[src/rtl/router_vc_pkg.sv]
//------------------------------------------------------------------------------
// router_vc_pkg : shared VC-router definitions (arbiter state encoding,
//                 clog2 and width-generic rotate helpers)
// Revision      : 1.0
//------------------------------------------------------------------------------
`default_nettype none

package router_vc_pkg;

    localparam logic ARB_IDLE     = 1'b0;
    localparam logic ARB_LOCKED   = 1'b1;
    localparam int   RR_MAX_PORTS = 32;

    typedef enum logic [0:0] {
        S_IDLE   = ARB_IDLE,
        S_LOCKED = ARB_LOCKED
    } arb_state_t;

    // Never below 1 so a single-port arbiter still gets a legal pointer width.
    function automatic int rr_clog2(input int n);
        int r;
        for (r = 0; (1 << r) < n; r++) begin
        end
        return (r < 1) ? 1 : r;
    endfunction

    function automatic logic [RR_MAX_PORTS-1:0] rr_rotr(
        input logic [RR_MAX_PORTS-1:0] v,
        input int unsigned             sh,
        input int unsigned             n
    );
        logic [RR_MAX_PORTS-1:0] o;
        int unsigned             j;
        o = '0;
        for (int unsigned i = 0; i < n; i++) begin
            j = i + sh;
            if (j >= n) j = j - n;
            o[i] = v[j];
        end
        return o;
    endfunction

    function automatic logic [RR_MAX_PORTS-1:0] rr_rotl(
        input logic [RR_MAX_PORTS-1:0] v,
        input int unsigned             sh,
        input int unsigned             n
    );
        logic [RR_MAX_PORTS-1:0] o;
        int unsigned             j;
        o = '0;
        for (int unsigned i = 0; i < n; i++) begin
            j = i + sh;
            if (j >= n) j = j - n;
            o[j] = v[i];
        end
        return o;
    endfunction

endpackage

`default_nettype wire

[src/rtl/rr_wormhole_arbiter_fpa.sv]
//------------------------------------------------------------------------------
// rr_wormhole_arbiter_fpa : combinational fixed-priority arbiter, bit 0 wins
// Revision                : 1.0
//------------------------------------------------------------------------------
`default_nettype none

module rr_wormhole_arbiter_fpa #(
    parameter int WIDTH = 4
) (
    input  logic [WIDTH-1:0] i_req,
    output logic [WIDTH-1:0] o_grant
);

    // Two's-complement trick isolates the lowest set bit.
    assign o_grant = i_req & (~i_req + WIDTH'(1));

endmodule

`default_nettype wire

[src/rtl/rr_wormhole_arbiter.sv]
//------------------------------------------------------------------------------
// rr_wormhole_arbiter : round-robin output-port arbiter with wormhole lock.
//   Optional macro RR_RELEASE_ON_DROP_EN: also release when the granted
//   port's request drops while no flit fires.
// Revision            : 1.0
//------------------------------------------------------------------------------
`default_nettype none

module rr_wormhole_arbiter
    import router_vc_pkg::*;
#(
    parameter int NUM_ARBITER_PORTS = 4
) (
    input  logic                         clk,
    input  logic                         rst,
    input  logic [NUM_ARBITER_PORTS-1:0] request_in,
    input  logic [NUM_ARBITER_PORTS-1:0] tail_in,
    input  logic                         fire_in,
    output logic [NUM_ARBITER_PORTS-1:0] grant_out,
    output logic                         grant_valid_out,
    output logic                         locked_out
);

    localparam int PTR_WIDTH = rr_clog2(NUM_ARBITER_PORTS);

    arb_state_t                   r_state, w_state_nxt;
    logic [NUM_ARBITER_PORTS-1:0] r_grant, w_grant_nxt;
    logic                         r_grant_valid;
    logic [PTR_WIDTH-1:0]         r_ptr, w_ptr_nxt;

    logic [PTR_WIDTH-1:0]         w_idx, w_rel_ptr, w_arb_ptr;
    logic                         w_tail_rel, w_drop_rel, w_release;
    logic [NUM_ARBITER_PORTS-1:0] w_rot, w_fpa, w_winner;

    always_comb begin
        w_idx = '0;
        for (int i = 0; i < NUM_ARBITER_PORTS; i++) begin
            if (r_grant[i]) w_idx = PTR_WIDTH'(i);
        end
    end

    assign w_rel_ptr  = (w_idx == PTR_WIDTH'(NUM_ARBITER_PORTS - 1)) ? '0 : w_idx + 1'b1;
    assign w_tail_rel = fire_in & |(r_grant & tail_in);
`ifdef RR_RELEASE_ON_DROP_EN
    assign w_drop_rel = ~fire_in & ~|(r_grant & request_in);
`else
    assign w_drop_rel = 1'b0;
`endif
    assign w_release  = (r_state == S_LOCKED) & (w_tail_rel | w_drop_rel);

    // Same-cycle re-arbitration must already see the advanced pointer.
    assign w_arb_ptr  = w_release ? w_rel_ptr : r_ptr;
    assign w_rot      = NUM_ARBITER_PORTS'(rr_rotr(RR_MAX_PORTS'(request_in),
                                                   32'(w_arb_ptr), NUM_ARBITER_PORTS));
    assign w_winner   = NUM_ARBITER_PORTS'(rr_rotl(RR_MAX_PORTS'(w_fpa),
                                                   32'(w_arb_ptr), NUM_ARBITER_PORTS));

    rr_wormhole_arbiter_fpa #(
        .WIDTH (NUM_ARBITER_PORTS)
    ) u_fpa (
        .i_req   (w_rot),
        .o_grant (w_fpa)
    );

    always_comb begin
        w_state_nxt = r_state;
        w_grant_nxt = r_grant;
        w_ptr_nxt   = r_ptr;
        case (r_state)
            S_IDLE: begin
                if (|request_in) begin
                    w_grant_nxt = w_winner;
                    w_state_nxt = S_LOCKED;
                end
            end
            S_LOCKED: begin
                if (w_release) begin
                    w_ptr_nxt   = w_rel_ptr;
                    w_grant_nxt = w_winner;
                    w_state_nxt = (|request_in) ? S_LOCKED : S_IDLE;
                end
            end
            default: begin
                w_state_nxt = S_IDLE;
                w_grant_nxt = '0;
            end
        endcase
    end

    always_ff @(posedge clk) begin
        if (rst) begin
            r_state       <= S_IDLE;
            r_grant       <= '0;
            r_grant_valid <= 1'b0;
            r_ptr         <= '0;
        end else begin
            r_state       <= w_state_nxt;
            r_grant       <= w_grant_nxt;
            r_grant_valid <= |w_grant_nxt;
            r_ptr         <= w_ptr_nxt;
        end
    end

    assign grant_out       = r_grant;
    assign grant_valid_out = r_grant_valid;
    assign locked_out      = (r_state == S_LOCKED);

endmodule

`default_nettype wire
[config.mk]
export PLATFORM = sky130hd
export DESIGN_NAME = rr_wormhole_arbiter
export DESIGN_NICKNAME = d
export VERILOG_FILES = /design/src/rtl/router_vc_pkg.sv /design/src/rtl/rr_wormhole_arbiter_fpa.sv /design/src/rtl/rr_wormhole_arbiter.sv
export SDC_FILE = /design/constraint.sdc
export NUM_CORES = 1
export LEC_CHECK = 0
export CAP_MARGIN = 20
export CORE_UTILIZATION = 28
export CTS_CLUSTER_DIAMETER = 200
export DETAILED_ROUTE_END_ITERATION = 10
export HOLD_SLACK_MARGIN = 0.08
export PLACE_DENSITY = 0.51
export SKIP_CTS_REPAIR_TIMING = 1
export SYNTH_ARGS = -nofsm -noshare
export SYNTH_HDL_FRONTEND = slang
export SYNTH_HIERARCHICAL = 1
export SYNTH_SLANG_ARGS = --single-unit
export TNS_END_PERCENT = 30
[constraint.sdc]
create_clock -name clk -period 3.9 [get_ports clk]
set_clock_uncertainty 0.1 [all_clocks]
set_input_delay 0.39 -clock clk [delete_from_list [all_inputs] [get_ports clk]]
set_output_delay 0.39 -clock clk [all_outputs]
set_load 0.02 [all_outputs]
==> reports/results.ini <==
[drt]
drt-initial-drc-count=3
vias=607
drt-total-wl_um=1510
vias_per_cell=5.02
wl_per_cell_um=12.5
drc_errors=0
drtPass1Iterations=4
antenna_left=0

[sta]
fin_ws_ps=664
slew_headroom=0.637
slew_violations=0
rsz0062_at_grt=false
min_period_ps=3240
report.final.setup_viol=0
hold_violations=0
worstMarginPinSlew_ps=545
fmax_mhz=309
tns_ps=0
layout_worst_path_cycle_share=0.830

[synth]
synthesis.nets=88
synthCells=76
avgSynthCellArea_um2=9.07
synth_top_area_frac=0.232
ys_seq_elements=8
synth_warnings=6
synth_area_um2=689
yosysTopAreaCell=dfxtp_1
seq_area_frac_synth=0.232
ys_types=29
synth.area.top_cells=dfxtp_1 (23%), mux2i_1 (19%), nor2_1 (4.9%)

[power]
p_leak_nw=0.392
p_per_area_nw_per_um2=288
vdd_drop_max_mv=0.181

[run]
drv_cap=0

[min_path]
hold_class=flop to flop
hp-start=locked_out$_SDFF_PP0_
holdPathEnd=locked_out$_SDFF_PP0_
hold-path-cell-count=2

[clock_tree]
clkTransAtPathRegs_ps=60
clkLatencyLatePin_ps=270
cts_buffer_depth=2
clock-root-buffer=clkbuf_4
cts_tree=built
cts_max_level=1
cts_sinks=8
cts_buffers=3

[worst_setup_path]
crit_path_start_kind=flop
r2r_end=grant_valid_out$_SDFF_PP0_
end_kind=flop
reg2reg_from=grant_out[3]$_SDFF_PP0_
cp.required_ps=4000
r2r_slack_ps=660
rr_worst_depth=12
arrival_ps=3340
path_max_fanout=11
critPathKind=flop to flop

[placement]
dpl.hpwl_um=1190
gp_congestion=0.733
io_buffers=16
dp.cells=118
pre_cts_slack_ps=447
place_area_um2=871

[layout]
syn_to_final_growth_pct=29.6
num-fill-cells=234
instances_no_fill=121
multiInputGateArea_um2=497
stdcell_area_um2=893
final_nets=107
fin_util=0.393
drive_gt1_frac=0.161
regArea_um2=160
diodes=0

[floorplanning]
die_width_um=51.6
core_area_um2=2280
initial_core_util=0.303
rows=17
io_pins=17
fp.dieH_um=51.6
die_area_um2=2660

[global_route]
grt_pass1_vias=599
grt_pass1_wl_um=2580
antenna_found_initial=0
grt_use_total=0.133
overflow=0
grt_max_degree=12

[outcome]
outcome=finished, final reports clean

[final cells by class]
| cell class | count | area share |
|---|---|---|
| multi-input combinational | 63 | 0.556 |
| inverter | 1 | 0.00420 |
| tap | 28 | 0.0392 |
| clock buffer | 3 | 0.0252 |
| sequential | 8 | 0.179 |
| timing repair buffer | 18 | 0.196 |
[flip-flops by register name, summed over array words and instances (netlist names)]
signal           count
grant_valid_out      1
grant_out            4
r_ptr                2
locked_out           1
[layout by cell type, fill, tap and decap left out, types with 2 or more instances in the layout]
cell / Yosys / final
a211oi_1: 3 / 3
a21oi_1: 3 / 3
a22oi_2: 2 / 2
buf_4: 1 / 2
clkbuf_4: 0 / 3
clkdlybuf4s50_1: 0 / 16
dfxtp_1: 8 / 8
mux2i_1: 13 / 13
nand2_1: 6 / 6
nand3b_1: 3 / 3
nor2_1: 9 / 9
nor2b_1: 3 / 3
nor3b_1: 2 / 2
o221ai_1: 2 / 2
or2_2: 2 / 2
or3_1: 2 / 2
xnor2_1: 2 / 2
[kinds of logic (layout without fill, tap and decap cells)]
| family | Yosys count | after routing | synth area share |
|---|---|---|---|
| flip-flops | 8 | 8 | 0.232 |
| adder cells (fa/ha/maj) | 1 | 1 | 0.0181 |
| AND/OR/NAND/NOR | 29 | 29 | 0.230 |
| multiplexers | 16 | 16 | 0.258 |
| XOR/XNOR | 2 | 2 | 0.0254 |
| AO/OA/AOI/OAI | 15 | 15 | 0.189 |
| buffers and inverters | 5 | 22 | 0.0472 |
[worst max-delay path by stage]
stage                                        from                    endpoint
final                     grant_out[3]$_SDFF_PP0_  grant_valid_out$_SDFF_PP0_
after detailed placement               tail_in[2]  grant_valid_out$_SDFF_PP0_
after global placement                 tail_in[2]  grant_valid_out$_SDFF_PP0_
after floorplan           grant_out[2]$_SDFF_PP0_  grant_valid_out$_SDFF_PP0_
after global routing      grant_out[3]$_SDFF_PP0_  grant_valid_out$_SDFF_PP0_
after CTS                 grant_out[3]$_SDFF_PP0_  grant_valid_out$_SDFF_PP0_
[Yosys cell counts]
cell type  count
or3_1          2
mux2i_1       13
a21o_2         1
a211oi_1       3
or2_2          2
nand2_1        6
a22oi_2        2
xnor2_1        2
buf_6          1
nor4b_2        1
a22o_1         1
dfxtp_1        8
ha_1           1
a21oi_1        3
inv_1          1
buf_2          2
mux2i_4        1
a21o_1         1
o221ai_1       2
nand3b_1       3
nor3b_1        2
a21oi_4        1
mux2i_2        1
mux2_2         1
nor2_1         9
nor4_1         1
nor2b_1        3
buf_4          1
a311oi_1       1
[power by group]
group / internal (mW) / switching [mW]
Combinational: 0.0483 / 0.0478
Clock: 0.0355 / 0.0321
Sequential: 0.0884 / 0.00550
Total: 0.172 / 0.0854
[metal layers]
metal	wire, um	GRT usage	vias to the layer above	share of wire
met4	0	0.0270	0	0
met1	747	0.176	276	0.49
met5	0	0	-	0
met2	688	0.203	12	0.45
li1	-	-	319	-
met3	76	0.0526	0	0.050
[through the flow]
step	hold WS [ps]	total power [mW]
2_1_floorplan	455	0.160
3_3_place_gp	381	0.192
3_5_place_dp	381	0.192
4_1_cts	390	0.262
5_1_grt	428	0.275
6_report	386	0.257
[critical path: stages, from the launching register on]
cell and delay, ps:
dfxtp_1 360, or2_2 310, ha_1 200, a211oi_1 320, mux2i_1 120, buf_4 200, a211oi_1 210, a21oi_1 150
nor4b_2 430, nand2_1 90, mux2_2 270, a311oi_1 260, or3_1 150
No activity file was read; power rests on OpenSTA's default activity.
